## src/rtl/sequence_controller.sv

```systemverilog
// Character sequencer: buffers scan codes and steps the glyph datapath
// through clear/load/draw for each character, with a VGA plot strobe.
module sequence_controller #(
  parameter int DEPTH         = 16,
  parameter int CHARS_PER_ROW = 8,
  parameter int X_ORIGIN      = 8,
  parameter int Y_ORIGIN      = 8,
  parameter int PITCH         = 24
) (
  input  logic       clk,
  input  logic       rst_n,
  input  logic       wr_en,
  input  logic [7:0] wr_data,
  input  logic       clear_buf,
  input  logic       start,
  output logic       busy,
  output logic       done,
  output logic [7:0] address,
  output logic [8:0] x_input,
  output logic [8:0] y_input,
  output logic       ld_value,
  output logic       ld_colour,
  output logic       reset_counter,
  output logic       enable_counter,
  output logic       next_colour,
  output logic       plot
);

  localparam int AW = $clog2(DEPTH);
  localparam int LW = AW + 1;

  typedef enum logic [2:0] {
    IDLE, FETCH, CLEAR, LOAD, DRAW, TAIL, NEXT, DONE
  } state_t;

  state_t        state;
  logic [7:0]    mem [DEPTH];
  logic [LW-1:0] len;
  logic [LW-1:0] idx;
  logic [LW-1:0] idx_nxt;
  logic [7:0]    col;
  logic [4:0]    cnt;
  logic          wr_ok;

  assign idx_nxt = idx + LW'(1);
  assign wr_ok   = (state == IDLE) && wr_en && !clear_buf &&
                   !start && (len != LW'(DEPTH));

  always_ff @(posedge clk) begin
    if (wr_ok)
      mem[len[AW-1:0]] <= wr_data;
  end

  always_ff @(posedge clk or negedge rst_n) begin
    if (!rst_n) begin
      state          <= IDLE;
      len            <= '0;
      idx            <= '0;
      col            <= '0;
      cnt            <= '0;
      busy           <= 1'b0;
      done           <= 1'b0;
      address        <= '0;
      x_input        <= '0;
      y_input        <= '0;
      ld_value       <= 1'b0;
      ld_colour      <= 1'b0;
      reset_counter  <= 1'b0;
      enable_counter <= 1'b0;
      next_colour    <= 1'b0;
      plot           <= 1'b0;
    end else begin
      plot           <= enable_counter;
      done           <= 1'b0;
      ld_value       <= 1'b0;
      ld_colour      <= 1'b0;
      reset_counter  <= 1'b0;
      enable_counter <= 1'b0;
      next_colour    <= 1'b0;
      unique case (state)
        IDLE: begin
          if (start) begin
            idx     <= '0;
            col     <= '0;
            x_input <= 9'(X_ORIGIN);
            y_input <= 9'(Y_ORIGIN);
            busy    <= 1'b1;
            if (len == '0) begin
              state <= DONE;
              done  <= 1'b1;
            end else begin
              state   <= FETCH;
              address <= mem[0];
            end
          end else if (clear_buf) begin
            len <= '0;
          end else if (wr_ok) begin
            len <= len + LW'(1);
          end
        end
        FETCH: begin
          if (address == 8'h29) begin
            state <= NEXT;
          end else begin
            state         <= CLEAR;
            reset_counter <= 1'b1;
          end
        end
        CLEAR: begin
          state     <= LOAD;
          ld_value  <= 1'b1;
          ld_colour <= 1'b1;
        end
        LOAD: begin
          state          <= DRAW;
          cnt            <= '0;
          enable_counter <= 1'b1;
          next_colour    <= 1'b1;
        end
        DRAW: begin
          if (cnt == 5'd24) begin
            state <= TAIL;
          end else begin
            cnt            <= cnt + 5'd1;
            enable_counter <= 1'b1;
            next_colour    <= 1'b1;
          end
        end
        TAIL: state <= NEXT;
        NEXT: begin
          idx <= idx_nxt;
          // Cursor advances incrementally; wraps to the next text row
          if (col == 8'(CHARS_PER_ROW - 1)) begin
            col     <= '0;
            x_input <= 9'(X_ORIGIN);
            y_input <= y_input + 9'(PITCH);
          end else begin
            col     <= col + 8'd1;
            x_input <= x_input + 9'(PITCH);
          end
          if (idx_nxt == len) begin
            state <= DONE;
            done  <= 1'b1;
          end else begin
            state   <= FETCH;
            address <= mem[idx_nxt[AW-1:0]];
          end
        end
        DONE: begin
          state <= IDLE;
          busy  <= 1'b0;
        end
        default: state <= IDLE;
      endcase
    end
  end

endmodule

```

## config.mk

```make
export PLATFORM = sky130hd
export DESIGN_NAME = sequence_controller
export DESIGN_NICKNAME = d
export VERILOG_FILES = /design/src/rtl/sequence_controller.sv
export SDC_FILE = /design/constraint.sdc
export NUM_CORES = 1
export LEC_CHECK = 0
export ABC_AREA = 1
export BUFFER_PORTS_ARGS = -buffer_cell sky130_fd_sc_hd__buf_4
export CAP_MARGIN = 10
export CORE_MARGIN = 2
export CORE_UTILIZATION = 55
export CTS_BUF_LIST = sky130_fd_sc_hd__clkbuf_4 sky130_fd_sc_hd__clkbuf_8
export DETAILED_ROUTE_END_ITERATION = 16
export PLACE_DENSITY_LB_ADDON = 0.15
export SLEW_MARGIN = 5
export SYNTH_ARGS = -nofsm -noshare
export SYNTH_HDL_FRONTEND = slang
export SYNTH_SLANG_ARGS = --single-unit
export TNS_END_PERCENT = 5
```

## constraint.sdc

```tcl
create_clock -name clk -period 4.4 [get_ports clk]
set_clock_uncertainty 0.05 [all_clocks]
set_input_delay 0.44 -clock clk [delete_from_list [all_inputs] [get_ports clk]]
set_output_delay 0.44 -clock clk [all_outputs]
set_load 0.02 [all_outputs]
```

Yosys cells after proc, flatten, opt, wreduce, memory -nomap -nowiden --
Memories as Yosys holds them, arrays and structs flattened. Index checks and enable logic that the tools add are counted.
Operators by class: reduce and logical (&&, ||, !) cells 19, add/sub/neg operators 6, muxes and demuxes 37, eq/ne operators 18, bitwise logic cells 1
Operators with widths (number):
- two-way mux 8 bit | 5
- one-hot mux 9 bit (2 select lines) | 2
- one-hot mux 8 bit (2 select lines) | 2
- two-way mux 9 bit | 3
- one-hot mux 3 bit (8 select lines) | 1
- two-way mux 5 bit | 4
- one-hot mux 5 bit (2 select lines) | 2
- adder 9 x 5 -> 9 bit (second input constant) | 2
- adder 5 x 1 -> 5 bit (second input constant) | 3
- two-way mux 3 bit | 5
- == test 3 bit (second input constant) | 4
- inequality test 2 bit (second input constant) | 6
- two-way mux 1 bit | 10
- adder 8 x 1 -> 8 bit (second input constant) | 1
- == test 8 x 3 -> 1 bit (second input constant) | 1
- == test 8 x 6 -> 1 bit (second input constant) | 1
- AND reduction 2 bit | 4
- nonzero test 2 bit | 4
- == test 3 x 2 -> 1 bit (second input constant) | 2
- one-hot mux 1 bit (2 select lines) | 3
- AND reduction 3 bit | 2
- == test 5 bit | 1
- == test 5 bit (second input constant) | 1
- logical NOT 5 bit | 1
- 7 further kinds | 11
Word-level totals: RAM bits 128, output and inout bits 34, word-level logic and storage cells 96, bits of input ports 13, memories 1, bits in registers 58
Memory list:
- mem | words 16, width 8, rd ports 2, clocked after memory_dff 0, write ports 1, RTL line 37 | logic [7:0] mem [DEPTH];

Longest topological paths before layout --
Gate-level depths: netlist (run 1).
depth after elaboration 7, mapped depth 14, gate-level depth less buffers 12

Worst setup path after synthesis (run 1) --
Ideal clock, no wire load.
kind reg2reg, start register len[0], end memory mem[3][0] (enable), cell stages (with the launch flop) 8, arrival 1.506 ns, data required time 3.980 ns, clock period less this slack 1.927 ns, path buffers 0, path slack 2.473 ns, setup time 0.370 ns, cell sequence dfrtp_1 -> inv_1 -> ha_1 -> nand3_1 -> nand4_4 -> clkinv_2 -> nand2_1 -> nor2_1
Between the ends: word-level cells in the longest chain between the ends 4
Ends and longest elaborated chain:
- from (decl) | RTL line 38 | logic [LW-1:0] len;
- from (signal assigned) | RTL line 98 | len <= len + LW'(1);
- inequality test 5 bit | RTL line 47 | !start && (len != LW'(DEPTH));
- logical AND 1 bit | RTL line 47
- two-way mux 1 bit | RTL line 50 | if (wr_ok)
- two-way mux 1 bit (not written as such) | RTL line 51 | mem[len[AW-1:0]] <= wr_data;
- to (decl) | RTL line 37
Several ways; a longest one is shown, not always the timed one.

Final worst setup path (run 1) --
start register idx[0], end register address[0]
Between the ends: word-level cells in the longest chain between the ends 4, elaborated cells between the ends (all ways) 7, those cells by class 1 x add/sub; 2 x eq/ne; 2 x mux; 1 x reduce/logical; 1 x memory
Ends and longest elaborated chain:
- from (decl) | RTL line 39 | logic [LW-1:0] idx;
- from (signal assigned) | RTL line 131 | idx <= idx_nxt;
- adder 5 x 1 -> 5 bit * | RTL line 45 | assign idx_nxt = idx + LW'(1);
- memory read (16 x 8 bit) or == test 5 bit (tied branches)
- two-way mux 8 bit or inequality test 2 bit (tied branches)
- one-hot mux 8 bit (2 select lines) or AND reduction 4 bit (tied branches)
- to (signal assigned) | RTL line 93 | address <= mem[0];
- to (signal assigned) | RTL line 146 | address <= mem[idx_nxt[AW-1:0]];
- to (decl) | RTL line 18 | output logic [7:0] address,
Mark *: on every way between the ends. The rest lies on a longest branch, timed or not. The select of a mux whose other input is x is not followed. A chain may end at the register's enable or synchronous reset.

==> run summary, run 1 <==
Initial Util -> 55.9%
Critical path class -> flop to flop
CTS Root Cell -> clkbuf_8
CTS resizes -> 0
Core Area -> 14400 um2
Mux cell area share after synthesis -> 0%
Max-slew violations -> 0
FMAX -> 370 MHz
Synth Flop Type -> edfxtp_1
Slew HR -> 32.1%
Final setup viols -> 0
Die area -> 15600 um2
CTS clk-pin slew, worst paths -> 0.11 ns
Buf+Inv Stages, Crit Path -> 1
Vias in the first global route -> 5540
Ratio of cells with drive above 1 in the final layout -> 12.7%
Asr flop ratio synth -> 28.9%
DP HPWL -> 11.8 mm
Pin count of the biggest net entering global routing -> 68
DRC -> 0
Combinational family with the most area after synthesis -> simple AND/OR/NAND/NOR gates
Worst min-delay path category -> primary input to flop
CP Max Fanout -> 41
Htree depth -> 4
# port buffers -> 40
WL final -> 17.8 mm
Placed cell count -> 980
Clk sinks -> 180
Final hold vios -> 0
CP Launch Type -> flop
Finished Layout Cells -> 1013
Vias -> 5645
Tmin final -> 2.70 ns
Mapped cell area -> 8060 um2
CP most frequent cell -> nand2_1
RSZ-0062 raised after global routing -> false
Crit. End Element -> flop
First-pass GRT wire length -> 28.7 mm
Outcome -> complete, no violations
Count of cell types in the netlist -> 41
CP peak stage delay -> 0.64 ns
Syn-to-layout area delta -> 8.91%
Site Rows -> 44
Top-Level Pins -> 47
Synth Area in Simple Gates -> 21.8%
Die width -> 125 um
Ant diodes -> 0
Clock Latency Late Sink -> 0.47 ns
Leak -> 0.00352 uW
Critical path's slowest cell -> dfrtp_2
Required @ worst endpoint -> 4.70 ns
DIE HEIGHT -> 125 um
CP delay by family, top -> simple AND/OR/NAND/NOR gates
Routability Congestion -> 0.909
Vias per inst -> 5.57
Total Neg Setup Slack -> 0 ns
Grt ovf -> 0
CTS Buf Count -> 17
Routed len/inst -> 17.6 um
Synth Instances -> 785
Crit share post-route -> 61.4%
Max-cap viol count -> 0
CP Cell Sequence -> ha_1, buf_4, nor2_1, o21ai_1, nand3_1, nand3_1, nand2_1, nand2_1, nand2_1, nand2_1, nand2_1
Syn Area/Cell -> 10.3 um2
Total GRT Usage -> 23.6%
Post-synthesis xor/xnor area fraction -> 1.20%
Yosys reg bits -> 180
Post-synth EDFFs -> 128
1st-pass router iterations -> 5
Post-Synth Adder-Cell Area -> 1.55%
Worst slew pin tran -> 1.02 ns
Post-DRT Antenna Nets -> 0
Pwr/cell area -> 618 nW/um2
Seq/Total Area, Yosys -> 63.9%
Synth warn -> 0
CTS tree -> yes
DR iter-0 viols -> 587
Compound-Gate Fraction of Synth Area -> 6.13%
Worst vdd ir -> 0.414 mV
Antenna violations before repair -> 0
Fillers -> 1216
Max Root-Sink Buffers -> 2
# nets final -> 839
Critical path arrival -> 3.00 ns
[per-stage QoR]
step	hold WS (ns)	setup WS [ns]	area, um2	power [uW]	util (%)
detailed placement	0.349	1.71	8390	4360	58.2
floorplan	0.0944	2.47	8080	3770	-
global placement	0.331	1.80	8390	4300	58.2
global route	0.252	1.44	8780	5770	60.8
finish	0.267	1.70	8780	5420	60.8
CTS	0.250	1.69	8780	5420	60.8
[report_power, final]
| part | switching (uW) | internal [uW] | leakage (uW) | total, uW |
|---|---|---|---|---|
| clock network | 655 | 424 | 0.000187 | 1080 |
| logic | 1440 | 688 | 0.00150 | 2130 |
| registers | 211 | 2000 | 0.00183 | 2220 |
| total | 2310 | 3120 | 0.00352 | 5420 |
[placed cells by master, fill, tap and decap left out, types with 8 or more instances in the layout]
master	netlist	layout
o21ai_0	56	56
ha_1	10	10
buf_4	12	42
nor3_1	10	10
dfrtp_1	52	51
nor2_1	128	128
nand3_1	69	69
edfxtp_1	128	128
inv_1	41	41
o22ai_1	11	11
clkbuf_8	0	17
xor2_1	8	8
inv_2	9	9
o21ai_1	12	12
nand2_1	166	166
[layout make-up]
type / instances / area [um2] / share of cell area, %
sequential: 180 / 5150 / 58.6
multi-input combinational: 522 / 2500 / 28.5
timing repair buffer: 43 / 325 / 3.71
clock buffer: 18 / 241 / 2.75
tap: 184 / 230 / 2.62
inverter: 52 / 199 / 2.27
clock inverter: 14 / 135 / 1.54
[cell families after synthesis]
group	count (synthesis)
XOR/XNOR	11
AO/OA/AOI/OAI	92
other	1
adder cells (fa/ha/maj)	10
AND/OR/NAND/NOR	403
flip-flops	180
buffers and inverters	88
[Yosys cell counts, types with 2 or more instances]
library cell  instances  area (um2)
xnor2_1               3        26.3
inv_2                 9        33.8
a21oi_1               7        35.0
nand3_2               2        20.0
clkbuf_1              5        18.8
nand2_1             166         623
o21ai_1              12        60.1
buf_4                12        90.1
nand3b_1              2        15.0
ha_1                 10         125
nand2_2               7        43.8
nand3_1              69         345
nor2_4                2        22.5
nand4_1               7        43.8
o22ai_1              11        68.8
o21ai_0              56         280
nor3_1               10        50.1
nor2_1              128         480
o31ai_1               3        22.5
dfrtp_1              52        1300
nor3b_1               2        15.0
xor2_1                8        70.1
edfxtp_1            128        3840
inv_1                41         154
buf_2                13        65.1
buf_6                 5        56.3
[worst reg2reg max path, delay by kind of cell (launching register included)]
kind,cells,cell delay [ns]
and+or+nand+nor,8,0.74
AOI/OAI and AO/OA,1,0.13
buffers and inverters,1,0.45
adders and majority gates,1,0.60
DFF,1,0.64
[what timing repair did]
action                                  in CTS  in global routing
hold buffers                                 1                  0
endpoints found under the setup margin       0                  0
endpoints found under the hold margin       52                  0
setup buffers                                0                  0
[final timing paths]
path	startpoint	end	slack, ns	depth (start not counted)
worst max-delay path	idx[0]	address[0]	1.70	11
worst min-delay path	wr_data[5]	mem[15][5]	0.27	1
worst max register to register	idx[0]	address[0]	1.70	11
worst min register to register	next_colour	plot	0.36	0
max in group asynchronous	rst_n	idx[0]	3.34	2
min in group asynchronous	rst_n	col[5]	0.49	2
[state kept, by name (all words and copies together), names as in the netlist, 5 cells and up]
register / flops
address: 8
mem: 128
x_input: 6
idx: 5
cnt: 5
col: 8
len: 5
y_input: 6
[routing by layer]
layer  vias to the layer above  wire length (um)  GRT usage, %
met3                        22               935          5.56
met1                      2751              7820          31.3
li1                       2700                 -             -
met4                         0               316          7.52
met5                         -                 0             0
met2                       172              8780          38.7
(Power assumes the default switching activity.)
==> inputs of run 2 (changes only) <==
==> constraint.sdc (replaced) <==
create_clock -name clk -period 2.4 [get_ports clk]
set_clock_uncertainty 0.05 [all_clocks]
set_input_delay 0.24 -clock clk [delete_from_list [all_inputs] [get_ports clk]]
set_output_delay 0.24 -clock clk [all_outputs]
set_load 0.02 [all_outputs]
==> run summary, run 2 (same netlist as run 1, synthesis figures left out) <==
Outcome -> complete, no violations
Antenna violations before repair -> 0 (unchanged)
1st-pass router iterations -> 5 (unchanged)
DRC -> 0 (unchanged)
DR iter-0 viols -> 488 (-17%)
First-pass GRT wire length -> 29.4 mm (+2.4%)
Placed cell count -> 1002 (+2.2%)
Fin util -> 62.3% (+1.4 points)
Routed len/inst -> 17.5 um (-0.74%)
WL final -> 18.1 mm (+1.4%)
Final hold vios -> 0 (unchanged)
DIE HEIGHT -> 125 um (unchanged)
Final Hold Slack -> 0.0604 ns (-0.207 ns)
CP Launch Type -> flop
Max-slew violations -> 0 (unchanged)
Ratio of cells with drive above 1 in the final layout -> 14.8% (+2.1 points)
Leak -> 0.00365 uW (+3.7%)
Vias -> 5756 (+2.0%)
CTS Root Cell -> clkbuf_8
Crit. End Element -> flop
Worst min-delay path category -> primary input to flop
# port buffers -> 40 (unchanged)
Required @ worst endpoint -> 2.76 ns (-1.94 ns)
Die area -> 15600 um2 (unchanged)
CTS clk-pin slew, worst paths -> 0.10 ns (about the same)
Most common cell after layout, fill and taps aside -> nand2_1
Worst slew pin tran -> 0.670 ns (-0.346 ns)
FMAX -> 463 MHz (+25%)
Total Neg Setup Slack -> 0 ns (unchanged)
Htree depth -> 4 (unchanged)
Initial Util -> 55.9% (unchanged)
Critical path arrival -> 2.52 ns (-0.48 ns)
Vias per inst -> 5.56 (-0.20%)
Die width -> 125 um (unchanged)
# nets final -> 861 (+2.6%)
Max Root-Sink Buffers -> 2 (unchanged)
Clock Latency Late Sink -> 0.47 ns (about the same)
Post-DRT Antenna Nets -> 0 (unchanged)
Commonest non-fill, non-tap cells in the layout -> nand2_1 (166), nor2_1 (128), edfxtp_1 (128), nand3_1 (69), buf_4 (63)
Critical path class -> flop to flop
Grt ovf -> 0 (unchanged)
CP Max Fanout -> 41 (unchanged)
Syn-to-layout area delta -> 11.5%
Ant diodes -> 0 (unchanged)
Pwr/cell area -> 1120 nW/um2 (+82%)
DP HPWL -> 12.5 mm (+5.5%)
Finished Layout Cells -> 1035 (+2.2%)
Clk sinks -> 180 (unchanged)
Max reg flops -> 128 (unchanged)
RSZ-0062 raised after global routing -> false
Site Rows -> 44 (unchanged)
Pin count of the biggest net entering global routing -> 53 (-22%)
Top-Level Pins -> 47 (unchanged)
Setup Buffers After CTS -> 0 (unchanged)
CTS tree -> yes
Total GRT Usage -> 24.0% (+0.48 points)
Slew HR -> 55.3% (+23 points)
Core Area -> 14400 um2 (unchanged)
Worst vdd ir -> 0.582 mV (+41%)
Max-cap viol count -> 0 (unchanged)
Crit share post-route -> 90.1% (+29 points)
CTS Buf Count -> 17 (unchanged)
Tmin final -> 2.16 ns (-0.539 ns)
Final setup viols -> 0 (unchanged)
Vias in the first global route -> 5728 (+3.4%)
Routability Congestion -> 0.889 (-2.1%)
==> run 2: worst max-delay path: stages, from the launching register on <==
cell	delay (ns)
dfrtp_2	0.37
buf_4	0.39
buf_4	0.39
nor2_1	0.10
nor2_1	0.10
o21ai_0	0.11
nand3_1	0.14
nand3_1	0.11
nand2_1	0.11
nand2_1	0.06
nand2_1	0.06
nand2_1	0.05
nand2_1	0.06
==> run 2: worst paths after layout <==
path                              end         from  cells past startpoint  slack [ns]
setup reg to reg           address[4]       idx[0]                     12        0.24
hold reg to reg                  plot  next_colour                      0        0.36
max in group asynchronous      idx[0]        rst_n                      2        1.53
hold / removal             mem[15][7]   wr_data[7]                      1        0.06
min in group asynchronous  x_input[7]        rst_n                      2        0.30
setup / recovery           address[4]       idx[0]                     12        0.24
==> run 2: area by class of cell <==
type / instances / area (um2)
fillers: 1213 / 5440
flip-flops and latches: 180 / 5150
multi-input cells: 522 / 2500
repair buffers: 65 / 503
clock buffers: 17 / 234
well taps: 184 / 230
inverters: 52 / 199
clock inverters: 15 / 170
==> run 2: routing by layer <==
| layer | vias to the layer above | track usage [%] | part of all wire, % |
|---|---|---|---|
| met5 | - | 0 | 0 |
| met4 | 0 | 7.45 | 2.1 |
| met3 | 41 | 5.39 | 6.3 |
| met2 | 216 | 38.3 | 47 |
| met1 | 2759 | 33.4 | 44 |
| li1 | 2740 | - | - |
==> run 2: through the flow <==
stage | total power (uW) | area, um2 | setup slack (ns)
floorplan | 6910 | 8080 | 0.473
global placement | 7930 | 8570 | 0.312
detailed placement | 8030 | 8570 | 0.259
CTS | 10100 | 8980 | 0.238
global route | 10800 | 8980 | 0.0772
finish | 10100 | 8980 | 0.238
==> run 2: repair_timing <==
action	in CTS	in global routing
resized for setup	0	0
hold buffers	1	0
setup endpoints to repair	0	0
hold endpoints to repair	52	0
==> run 2: where the power goes <==
part | switching (uW) | internal [uW]
registers | 330 | 3680
logic | 2650 | 1340
clock network | 1140 | 953
==> inputs of run 3 (changes only) <==
--- a/config.mk
+++ b/config.mk
@@ -9,7 +9,7 @@
 export BUFFER_PORTS_ARGS = -buffer_cell sky130_fd_sc_hd__buf_4
 export CAP_MARGIN = 10
 export CORE_MARGIN = 2
-export CORE_UTILIZATION = 55
+export CORE_UTILIZATION = 45
 export CTS_BUF_LIST = sky130_fd_sc_hd__clkbuf_4 sky130_fd_sc_hd__clkbuf_8
 export DETAILED_ROUTE_END_ITERATION = 16
 export PLACE_DENSITY_LB_ADDON = 0.15
==> constraint.sdc (replaced) <==
create_clock -name clk -period 2.4 [get_ports clk]
set_clock_uncertainty 0.05 [all_clocks]
set_input_delay 0.24 -clock clk [delete_from_list [all_inputs] [get_ports clk]]
set_output_delay 0.24 -clock clk [all_outputs]
set_load 0.01 [all_outputs]
==> run summary, run 3 (same netlist as run 1, synthesis figures left out) <==
WL final -> 18.6 mm (+2.9%)
R2R depth -> 7 (-5)
Met3 Use GR -> 3.97% (-1.4 points)
Crit share post-route -> 90.0% (-0.12 points)
Post-DRT Antenna Nets -> 0 (unchanged)
Ratio of cells with drive above 1 in the final layout -> 15.0% (+0.22 points)
Initial Util -> 46.3% (-9.6 points)
Most common cell after layout, fill and taps aside -> nand2_1
Hold Crit Endpoint -> mem[7][1]
Clock Latency Late Sink -> 0.47 ns (about the same)
Vias in the first global route -> 5463 (-4.6%)
Worst min-delay path category -> primary input to flop
Commonest non-fill, non-tap cells in the layout -> nand2_1 (166), nor2_1 (128), edfxtp_1 (128), nand3_1 (69), buf_4 (66)
Syn-to-layout area delta -> 11.8%
DP HPWL -> 12.9 mm (+3.5%)
Placed cell count -> 1045 (+4.3%)
Setup ws final -> 0.241 ns (+0.00278 ns)
Pre-CTS setup slack -> 0.238 ns (-0.0217 ns)
Routed len/inst -> 17.3 um (-1.1%)
Pin count of the biggest net entering global routing -> 53 (unchanged)
# nets final -> 863 (+0.23%)
Vias -> 5670 (-1.5%)
Die area -> 19000 um2 (+21%)
Hold Startpoint -> wr_data[1]
FMAX -> 463 MHz (+0.13%)
Max reg flops -> 128 (unchanged)
Worst vdd ir -> 0.500 mV (-14%)
Total Neg Setup Slack -> 0 ns (unchanged)
Total GRT Usage -> 21.0% (-3.0 points)
Critical path class -> flop to flop
Antenna violations before repair -> 0 (unchanged)
Slew HR -> 55.2% (-0.14 points)
Routability Congestion -> 0.884 (-0.55%)
Finished Layout Cells -> 1077 (+4.1%)
DR iter-0 viols -> 522 (+7.0%)
Max-slew violations -> 0 (unchanged)
Final setup viols -> 0 (unchanged)
1st-pass router iterations -> 5 (unchanged)
Worst slew pin tran -> 0.672 ns (+0.00210 ns)
Max Root-Sink Buffers -> 2 (unchanged)
Htree depth -> 4 (unchanged)
Clk sinks -> 180 (unchanged)
Leak -> 0.00364 uW (-0.30%)
Met1 usage -> 29.5% (-3.9 points)
Busiest metal layer after global routing -> met2
RSZ-0062 raised after global routing -> false
Outcome -> complete, no violations
First-pass GRT wire length -> 29.7 mm (+0.85%)
Worst r2r src -> len[0]
Final hold vios -> 0 (unchanged)
CP Launch Type -> flop
Crit. End Element -> flop
Max-cap viol count -> 0 (unchanged)
Power, Total -> 9910 uW (-1.9%)
Required @ worst endpoint -> 2.45 ns (-0.31 ns)
CTS tree -> yes
Die width -> 138 um (+10%)
# port buffers -> 40 (unchanged)
Worst R2R Setup Slack -> 0.24 ns (about the same)
DIE HEIGHT -> 138 um (+10%)
Core Area -> 17400 um2 (+21%)
CTS clk-pin slew, worst paths -> 0.10 ns (about the same)
Ant diodes -> 0 (unchanged)
Site Rows -> 48 (+9.1%)
CTS Root Cell -> clkbuf_8
Critical path arrival -> 2.21 ns (-0.31 ns)
DRC -> 0 (unchanged)
M2 GR Usage -> 33.6% (-4.7 points)
CTS Buf Count -> 17 (unchanged)
Vias per inst -> 5.26 (-5.3%)
Grt ovf -> 0 (unchanged)
Pwr/cell area -> 1100 nW/um2 (-2.1%)
Reg2reg end -> mem[15][0]
Top-Level Pins -> 47 (unchanged)
CP Max Fanout -> 10 (-76%)
Worst hold stages -> 1 (unchanged)
CTS resizes -> 0 (unchanged)
Tmin final -> 2.16 ns (-0.00278 ns)
## run 3: changes by cell type in the layout (fill, tap and decap cells not counted)
cell | previous run | this run
buf_4 | 63 | 66
buf_12 | 1 | 0
bufinv_16 | 2 | 1
clkinv_1 | 1 | 0
clkinv_2 | 1 | 2
clkinv_4 | 2 | 1
clkinvlp_4 | 3 | 4
inv_6 | 5 | 4
inv_8 | 2 | 3
## run 3: final cells by class
class	count	area [um2]
sequential	180	5150
fill	1573	8410
tap	225	282
clock buffer	17	234
multi-input combinational	522	2500
timing repair buffer	67	505
clock inverter	14	143
inverter	52	199
## run 3: layer usage
layer | vias to the layer above | wire, um | share of wire (%)
li1 | 2752 | - | -
met1 | 2695 | 8610 | 46
met2 | 203 | 8650 | 46
met3 | 20 | 1100 | 5.9
met4 | 0 | 264 | 1.4
met5 | - | 0 | 0
## run 3: where the power goes
part           switching [uW]  total [uW]  internal [uW]
sequential                351        4030           3680
clock                    1170        2010            847
combinational            2540        3870           1330
total                    4050        9910           5850
## run 3: how the worst max path moves through the flow
stage	cells after the start	end	slack, ns	start
4_1_cts	7	mem[15][0]	0.22	len[0]
3_3_place_gp	7	mem[15][5]	0.23	len[0]
5_1_grt	10	len[4]	0.04	len[0]
6_report	7	mem[15][0]	0.24	len[0]
3_5_place_dp	7	mem[15][5]	0.24	len[0]
2_1_floorplan	7	mem[3][0]	0.47	len[0]
## run 3: worst max-delay path, cell delays in order (launching register included)
cell,delay (ns)
dfrtp_1,0.45
inv_1,0.13
ha_1,0.28
nand3_1,0.14
nand4_4,0.13
clkinv_2,0.13
nand3_2,0.09
nor2_2,0.40
## run 3: repair_timing
action	CTS	global route
buffers inserted	0	0
endpoints found under the hold margin	52	0
hold buffers	1	0
## run 3: stage by stage
step	hold WS [ns]	util [%]	instance area, um2
after floorplan	-0.106	-	8080
after global placement	0.269	49.5	8620
after detailed placement	0.274	49.5	8620
after CTS	0.0595	51.7	9010
after global routing	0.0589	51.7	9010
final	0.0811	51.7	9010
